`src/rtl/wired_line_pkg.sv`:
```
// Shared types and defaults for the wired-line receiver.
//   state_t  : receiver FSM states
//   pulse_t  : classification of a completed low pulse
//   classify : maps a low-pulse width (cycles) onto pulse_t
package wired_line_pkg;

  localparam int BIT_THRESH_DEF   = 16;
  localparam int RESET_THRESH_DEF = 64;
  localparam int IDLE_TIMEOUT_DEF = 128;

  typedef enum logic [1:0] {IDLE, LOW, HIGH} state_t;
  typedef enum logic [1:0] {BIT0, BIT1, BUS_RST} pulse_t;

  function automatic pulse_t classify(input int unsigned w,
                                      input int unsigned bit_th,
                                      input int unsigned rst_th);
    pulse_t p;
    if (w >= rst_th)      p = BUS_RST;
    else if (w >= bit_th) p = BIT0;
    else                  p = BIT1;
    return p;
  endfunction

endpackage

```
`src/rtl/wired_line_filter.sv`:
```
// Synchronizer plus run-length glitch filter for the wired line.
//   clk, rst : clock, synchronous active-high reset
//   line_s   : resolved 0/1 line level (asynchronous)
//   level    : filtered level (resets to 1 = idle)
//   rise/fall: one-cycle strobes, asserted in the first cycle of the new level
//   raw      : synchronized, unfiltered sample
//   primed   : high once the synchronizer holds real samples rather than preload
module wired_line_filter
  import wired_line_pkg::*;
#(
  parameter int SYNC_STAGES = 2,
  parameter int FILTER_LEN  = 3
) (
  input  logic clk,
  input  logic rst,
  input  logic line_s,
  output logic level,
  output logic rise,
  output logic fall,
  output logic raw,
  output logic primed
);

  localparam int FW = $clog2(FILTER_LEN + 1);

  logic [SYNC_STAGES-1:0] sync;
  logic [SYNC_STAGES-1:0] prime_sr;
  logic [FW-1:0]          run;

  assign raw    = sync[SYNC_STAGES-1];
  assign primed = prime_sr[SYNC_STAGES-1];

  always_ff @(posedge clk) begin
    if (rst) begin
      sync     <= '1;
      prime_sr <= '0;
      run      <= '0;
      level    <= 1'b1;
      rise     <= 1'b0;
      fall     <= 1'b0;
    end else begin
      sync     <= {sync[SYNC_STAGES-2:0], line_s};
      prime_sr <= {prime_sr[SYNC_STAGES-2:0], 1'b1};
      rise     <= 1'b0;
      fall     <= 1'b0;
      // run counts consecutive samples disagreeing with level; the
      // FILTER_LEN-th one flips the level
      if (raw != level) begin
        if (run == FW'(FILTER_LEN - 1)) begin
          level <= raw;
          run   <= '0;
          rise  <= raw;
          fall  <= ~raw;
        end else begin
          run <= run + FW'(1);
        end
      end else begin
        run <= '0;
      end
    end
  end

endmodule

```
`src/rtl/wired_line_rx.sv`:
```
// Wired-line receiver: filters the line, classifies low pulses by width as
// bit 1 / bit 0 / bus reset, assembles LSB-first words, valid/ready output.
//   clk, rst     : clock, synchronous active-high reset
//   line_i       : wired line, idle high
//   data_o       : received word (LSB = first bit)
//   valid_o      : data_o holds an unconsumed word
//   ready_i      : consumer accepts when valid_o & ready_i
//   bus_reset_o  : one-cycle pulse per bus reset
//   frame_err_o  : one-cycle pulse when a partial word is dropped on idle
//   overrun_o    : sticky, a word completed while the previous one was pending
// Optional macro WIRED_LINE_PULL_EN: resolve the line through a pull-up net
// (simulation only); otherwise z/x samples map to 1 explicitly.
module wired_line_rx
  import wired_line_pkg::*;
#(
  parameter int DATA_W       = 8,
  parameter int SYNC_STAGES  = 2,
  parameter int FILTER_LEN   = 3,
  parameter int BIT_THRESH   = BIT_THRESH_DEF,
  parameter int RESET_THRESH = RESET_THRESH_DEF,
  parameter int IDLE_TIMEOUT = IDLE_TIMEOUT_DEF,
  parameter int CNT_W        = 8
) (
  input  logic              clk,
  input  logic              rst,
  input  logic              line_i,
  output logic [DATA_W-1:0] data_o,
  output logic              valid_o,
  input  logic              ready_i,
  output logic              bus_reset_o,
  output logic              frame_err_o,
  output logic              overrun_o
);

  localparam int BCW = $clog2(DATA_W + 1);

  logic line_s;
`ifdef WIRED_LINE_PULL_EN
  wire (pull1, highz0) line_n = 1'b1;
  assign line_n = line_i;
  assign line_s = line_n;
`else
  assign line_s = (line_i === 1'b0) ? 1'b0 : 1'b1;
`endif

  logic level, rise, fall, raw, primed;

  wired_line_filter #(
    .SYNC_STAGES(SYNC_STAGES),
    .FILTER_LEN (FILTER_LEN)
  ) u_filter (
    .clk   (clk),
    .rst   (rst),
    .line_s(line_s),
    .level (level),
    .rise  (rise),
    .fall  (fall),
    .raw   (raw),
    .primed(primed)
  );

  state_t            state, state_nxt;
  logic [CNT_W-1:0]  cnt;
  logic [BCW-1:0]    bit_cnt;
  logic [DATA_W-1:0] sreg, word;
  // Cleared by reset, set once a real high sample is seen. A reset landing
  // inside a low pulse must not decode the tail of that pulse as a bit.
  logic              armed;

  logic shift, bit_val, bus_rst, drop, word_done, timeout;
  logic [CNT_W:0] width;
  pulse_t kind;

  // cnt counts cycles after the edge cycle, so width includes the edge cycle
  assign width     = {1'b0, cnt} + (CNT_W+1)'(1);
  assign kind      = classify(32'(width), BIT_THRESH, RESET_THRESH);
  assign timeout   = (width == (CNT_W+1)'(IDLE_TIMEOUT));
  assign word      = {bit_val, sreg[DATA_W-1:1]};
  assign word_done = shift && (bit_cnt == BCW'(DATA_W - 1));

  always_comb begin
    state_nxt = state;
    shift     = 1'b0;
    bit_val   = 1'b0;
    bus_rst   = 1'b0;
    drop      = 1'b0;
    case (state)
      IDLE: if (fall && armed) state_nxt = LOW;
      LOW: begin
        if (rise) begin
          case (kind)
            BUS_RST: begin bus_rst = 1'b1; state_nxt = IDLE; end
            BIT0:    begin shift = 1'b1; bit_val = 1'b0; state_nxt = HIGH; end
            default: begin shift = 1'b1; bit_val = 1'b1; state_nxt = HIGH; end
          endcase
        end
      end
      HIGH: begin
        if (fall) begin
          state_nxt = LOW;
        end else if (timeout) begin
          drop      = (bit_cnt != '0);
          state_nxt = IDLE;
        end
      end
      default: state_nxt = IDLE;
    endcase
  end

  always_ff @(posedge clk) begin
    if (rst) begin
      state       <= IDLE;
      cnt         <= '0;
      bit_cnt     <= '0;
      sreg        <= '0;
      armed       <= 1'b0;
      data_o      <= '0;
      valid_o     <= 1'b0;
      bus_reset_o <= 1'b0;
      frame_err_o <= 1'b0;
      overrun_o   <= 1'b0;
    end else begin
      state       <= state_nxt;
      armed       <= armed | (primed & raw);
      bus_reset_o <= bus_rst;
      frame_err_o <= drop;

      if (rise || fall)                      cnt <= '0;
      else if (state != IDLE && cnt != '1)   cnt <= cnt + CNT_W'(1);

      if (bus_rst) begin
        bit_cnt <= '0;
        sreg    <= '0;
      end else if (drop) begin
        bit_cnt <= '0;
      end else if (shift) begin
        sreg    <= word;
        bit_cnt <= word_done ? '0 : bit_cnt + BCW'(1);
      end

      if (valid_o && ready_i) valid_o <= 1'b0;
      // a word completing in the handshake cycle replaces the consumed one
      if (word_done) begin
        if (!valid_o || ready_i) begin
          data_o  <= word;
          valid_o <= 1'b1;
        end else begin
          overrun_o <= 1'b1;
        end
      end
    end
  end

endmodule

```
`config.mk`:
```
export PLATFORM = sky130hd
export DESIGN_NAME = wired_line_rx
export DESIGN_NICKNAME = d
export VERILOG_FILES = /design/src/rtl/wired_line_pkg.sv /design/src/rtl/wired_line_filter.sv /design/src/rtl/wired_line_rx.sv
export SDC_FILE = /design/constraint.sdc
export NUM_CORES = 1
export LEC_CHECK = 0
export BUFFER_PORTS_ARGS = -buffer_cell sky130_fd_sc_hd__buf_2
export CAP_MARGIN = 10
export CELL_PAD_IN_SITES_DETAIL_PLACEMENT = 1
export CELL_PAD_IN_SITES_GLOBAL_PLACEMENT = 1
export CORE_MARGIN = 3
export CORE_UTILIZATION = 38
export DETAILED_ROUTE_END_ITERATION = 12
export PLACE_DENSITY = 0.79
export RECOVER_POWER = 25
export REMOVE_ABC_BUFFERS = 1
export SETUP_SLACK_MARGIN = 0.2
export SYNTH_ARGS = -nofsm -noshare
export SYNTH_HDL_FRONTEND = slang
export SYNTH_SLANG_ARGS = --single-unit
```
`constraint.sdc`:
```
create_clock -name clk -period 4.7 [get_ports clk]
set_input_delay 0.47 -clock clk [delete_from_list [all_inputs] [get_ports clk]]
set_output_delay 0.47 -clock clk [all_outputs]
set_load 0.05 [all_outputs]
```
After elaboration in Yosys (flattened, before gate mapping)
Index checks and enable logic that the tools add are counted.

word-level totals
  register bits after elaboration = 44
  bits in latches = 0
  memory bits (writable) = 0
  bits in read-only memories = 0
  bits of input ports = 4
  output and inout port bits = 12
  word-level logic and storage cells = 90
  memories kept = 0

operators by class
  $add $sub $neg = 4
  multipliers = 0
  divide/modulo/power cells = 0
  order comparisons = 2
  equal/unequal tests = 12
  shift-type cells = 0
  mux-type cells = 26
  bitwise logic cells = 7
  reductions and logical operators = 22

operators by type and width
  kind                 number
  $mux 1               18
  $mux 2               6
  $add 8x1->9 const B  1
  $eq 9x8->1 const B   1
  $ge 9x5->1 const B   1
  $ge 9x7->1 const B   1
  $reduce_or 3->1      3
  $add 8x1->8 const B  1
  $ne 8x8->1 const B   1
  $reduce_and 2->1     4
  $eq 2x2->1 const B   3
  $pmux 2 s3           1
  $reduce_or 2->1      3
  $not 1->1            5
  $add 4x1->4 const B  1
  $eq 4x3->1 const B   1
  $logic_and 1x1->1    4
  $logic_not 2->1      2
  $mux 4               1
  $reduce_bool 4->1    1
  $ne 3x2->1 const B   1
  $reduce_and 3->1     1
  $add 2x1->2 const B  1
  $eq 2x1->1 const B   1
  9 further kinds      10

Longest topological paths before layout
  depth in word-level cells = 10
  gate-level depth with buffers = 8
  gate-level depth less buffers = 6

Hierarchy
Synthesis repeated with hierarchy kept, for this count alone.

unflattened totals
  cell total of the unflattened synthesis = 215
  area total of the unflattened synthesis = 1,945.6 um^2

modules (own cells, without submodules)
  module             times used  cells an instance  area each (um^2)
  wired_line_rx      1           193                1,666.6
  wired_line_filter  1           22                 279.0

Least setup slack after synthesis
No wires, ideal clock.

  kind = register -> register
  start point = register cnt[0]
  end point = register bit_cnt[3]
  setup time = 0.086 ns
  arrival = 1.868 ns
  setup slack = 2.747 ns
  cell stages (with the launch flop) = 7
  period minus slack after synthesis = 1.953 ns
  cells stage by stage = dfxtp_1 ha_1 nand4_2 o21ai_2 nand3_2 or4b_1 a211oi_1

on the way
  word-level cells in the longest chain between the ends = 10
  elaborated cells on any way between the ends = 19
  those cells by class = add/sub (1); order compare (2); eq/ne (2); mux (12); reduce/logical (2)

RTL lines
  element                   RTL line              source
  start: declaration        wired_line_rx.sv:63   logic [CNT_W-1:0] cnt;
  start signal: assignment  wired_line_rx.sv:129  else if (state != IDLE && cnt != '1) cnt <= cnt + CNT_W'(1);
  $add 8x1->9 (*)           wired_line_rx.sv:75   assign width = {1'b0, cnt} + (CNT_W+1)'(1);
  $ge 9x5->1                wired_line_pkg.sv:19  else if (w >= bit_th) p = BIT0;
  $mux 1                    wired_line_pkg.sv:19
  $mux 2                    wired_line_pkg.sv:18  if (w >= rst_th) p = BUS_RST;
  $eq 2x2->1                wired_line_rx.sv:91   case (kind)
  $mux 1                    wired_line_rx.sv:91
  $mux 1                    wired_line_rx.sv:90   if (rise) begin
  $mux 1                    wired_line_rx.sv:87   case (state)
  $logic_and 1x1->1         wired_line_rx.sv:79   assign word_done = shift && (bit_cnt == BCW'(DATA_W - 1));
  $mux 4                    wired_line_rx.sv:138  bit_cnt <= word_done ? '0 : bit_cnt + BCW'(1);
  end signal: assignment    wired_line_rx.sv:138
  end: declaration          wired_line_rx.sv:64   logic [BCW-1:0] bit_cnt;

Every way passes the cells marked *; elsewhere a longest branch is shown, timed or not.
A chain may end at the register's enable or synchronous reset.

Final worst setup path
Ends and elaborated chain as after synthesis.

==> results.py <==
metrics = {
    "status": {
        "status": "finished clean",
    },
    "place": {
        "placed_area_sq_um": 2050,
        "io_buffers": 15,
        "gp_congestion": 0.803,
        "dp_hpwl_mm": 3.12,
    },
    "clocking": {
        "clk_pin_slew_ns": 0.08,
        "cts_resized": 0,
        "clk_latency_ns": 0.30,
        "cts.sink_count": 43,
        "clockBufferDepth": 2,
        "cts_buffers": 5,
        "htree_levels": 2,
        "cts_tree": "built",
        "cts_root_buffer": "clkbuf_8",
        "post_cts_buffers": 0,
        "cts_hold_buffers": 0,
    },
    "synthesis": {
        "ys_ff_latch": 43,
        "yosysUniqueCellTypes": 45,
        "synthArstFlopShare_pct": 0,
        "seq_area_frac_synth_pct": 43.8,
        "synth_edf_count": 0,
        "syn_area_per_cell_sq_um": 8.62,
        "synthCells": 228,
        "synth_warnings": 0,
        "synth_ff_type": "dfxtp_1",
        "syn_area_sq_um": 1970,
    },
    "sta": {
        "relSlewSlack_pct": 42.2,
        "rsz0062_at_grt": "false",
        "final.period_utilization_pct": 49.8,
        "worst_slew_pin_slew_ns": 0.867,
        "hold_violations": 0,
        "finalCriticalPeriod_ns": 2.34,
        "drv_slew": 0,
        "setup-violations-final": 0,
        "finClkSkew_ns": 0.0100,
        "max_freq_ghz": 0.428,
        "finalSetupTns_ns": 0,
    },
    "final_layout": {
        "diodes": 0,
        "final_nets": 242,
        "drive_gt1_share_pct": 11.9,
        "finalInstanceArea_sq_um": 2170,
        "area_delta_synth_final_pct": 10.6,
    },
    "routing": {
        "drc": 0,
        "drt_iter0_drc": 66,
        "drtPass1Iterations": 4,
        "ant_nets": 0,
        "vias_per_cell": 5.51,
        "wl_mm": 4.42,
        "wl_per_cell_microns": 14.6,
        "vias": 1664,
    },
    "global_route": {
        "grt_pass1_wl_mm": 7.86,
        "grt_use_total_pct": 16.2,
        "use_met3_pct": 4.52,
        "antenna_found_initial": 0,
        "grtUsageMet1_pct": 20.2,
        "busiest_layer": "met2",
        "grt_pass1_vias": 1683,
        "gr-total-overflow": 0,
        "met2_usage_pct": 26.6,
        "grt_max_degree": 25,
    },
    "die": {
        "start_util_pct": 40.5,
        "die_w_microns": 77.9,
        "io_pins": 16,
        "fp-row-count": 25,
        "die_h_microns": 77.9,
        "dieArea_sq_um": 6070,
        "core_sq_um": 4850,
    },
    "critical_path": {
        "reg2reg_slack_ns": 2.36,
        "start_kind": "flop",
        "path_max_fanout": 16,
        "r2r_end": "bit_cnt[3]",
        "slowest_delay_ns": 0.56,
        "worst-setup-path-type": "reg2reg",
        "crit_start": "cnt[0]",
        "r2r-start": "cnt[0]",
        "slowest_stage": "or4b_1",
        "worstPathRequired_ns": 4.91,
        "endpoint": "bit_cnt[3]",
        "rr_worst_depth": 6,
        "cp-end-kind": "flop",
        "crit_chain": "ha_1 > nand4_2 > o21ai_2 > nand3_2 > or4b_1 > a211oi_1",
        "arrival_ns": 2.55,
    },
    "power": {
        "peakVddDrop_uv": 273,
        "leakage_nw": 0.780,
        "p_per_area_nw_per_um2": 329,
    },
    "worst_hold_path": {
        "worst_hold_path_type": "in2reg",
        "hold_start": "line_i",
    },
    "run": {
        "maxCapViolCount": 0,
    },
}
cell families after synthesis:
group                      count (synthesis)  synth area share (%)
and+or+nand+nor                           86                  24.6
AOI/OAI and AO/OA                         61                  18.9
DFF                                       43                  43.8
buffers and inverters                     24                  5.54
xor gates and xnor gates                   7                  3.12
adders and majority gates                  4                  2.55
muxes                                      3                  1.53
critical path, delay by kind of cell, from the launching register on:
family / cells / cell delay, ns
AND/OR/NAND/NOR: 3 / 1.01
adder cells (fa/ha/maj): 1 / 0.36
flip-flops: 1 / 0.42
AO/OA/AOI/OAI: 2 / 0.46
area by class of cell:
class,count,area [sq um]
Timing Repair Buffer,15,71.3
Clock inverter,2,60.1
Inverter,8,30.0
Sequential cell,43,861
Fill cell,581,2670
Clock buffer,6,72.6
Multi-Input combinational cell,161,996
Tap cell,67,83.8
metrics by stage:
stage                     hold WS (ns)  setup slack (ns)  util [%]  instances  power [mW]
after detailed placement         0.397              2.39      42.2        294       0.387
after global placement           0.393              2.49      42.2        294       0.386
after global routing             0.352              2.12      44.9        302       0.743
final                            0.356              2.36      44.9        302       0.715
after CTS                        0.348              2.34      44.9        302       0.725
after floorplan                  0.389              2.65         -        212       0.381
registers in the layout, indices dropped and copies added, names as in the netlist:
signal and cells:
u_filter.sync 2, overrun_o 1, u_filter.prime_sr 2, u_filter.rise 1, state 2, bit_cnt 4
u_filter.run 2, u_filter.level 1, data_o 8, frame_err_o 1, sreg 7, bus_reset_o 1
valid_o 1, armed 1, u_filter.fall 1, cnt 8
power breakdown:
part,total (mW),switching (mW),internal [mW]
Clock,0.337,0.125,0.212
Combinational,0.00985,0.00671,0.00314
Sequential,0.368,0.00116,0.366
synth_stat cells (3+ instances only):
| cell | count | area [sq um] |
|---|---|---|
| inv_1 | 8 | 30.0 |
| or4_1 | 3 | 22.5 |
| or3_1 | 4 | 25.0 |
| dfxtp_1 | 43 | 861 |
| nor2_1 | 19 | 71.3 |
| nand2_1 | 13 | 48.8 |
| a211oi_1 | 4 | 30.0 |
| nor3_1 | 4 | 20.0 |
| o31ai_1 | 3 | 22.5 |
| ha_1 | 4 | 50.1 |
| a21oi_1 | 24 | 120 |
| buf_2 | 3 | 15.0 |
| clkbuf_1 | 8 | 30.0 |
| xnor2_1 | 5 | 43.8 |
| o21ai_0 | 18 | 90.1 |
| mux2i_1 | 3 | 30.0 |
| nand3_1 | 19 | 95.1 |
| buf_4 | 4 | 30.0 |
how the worst min path moves through the flow:
stage / slack, ns / cells after the start / end
6_report: 0.36 / 2 / u_filter.sync[0]
5_1_grt: 0.35 / 2 / u_filter.sync[0]
4_1_cts: 0.35 / 2 / u_filter.sync[0]
3_5_place_dp: 0.40 / 1 / u_filter.sync[1]
3_3_place_gp: 0.39 / 1 / u_filter.sync[1]
2_1_floorplan: 0.39 / 1 / u_filter.sync[1]
layer usage:
metal	vias to the layer above	part of all wire (%)
met4	0	1.9
li1	832	-
met3	9	3.3
met5	-	0
met2	21	48
met1	802	47
cell usage in the layout (no fill, tap or decap), types with 5 or more instances in the layout:
cell      count
a21oi_1      24
buf_2        12
clkbuf_8      5
dfxtp_1      43
inv_1         8
nand2_1      13
nand3_1      19
nor2_1       19
o21ai_0      18
xnor2_1       5
(Power assumes the default switching activity.)
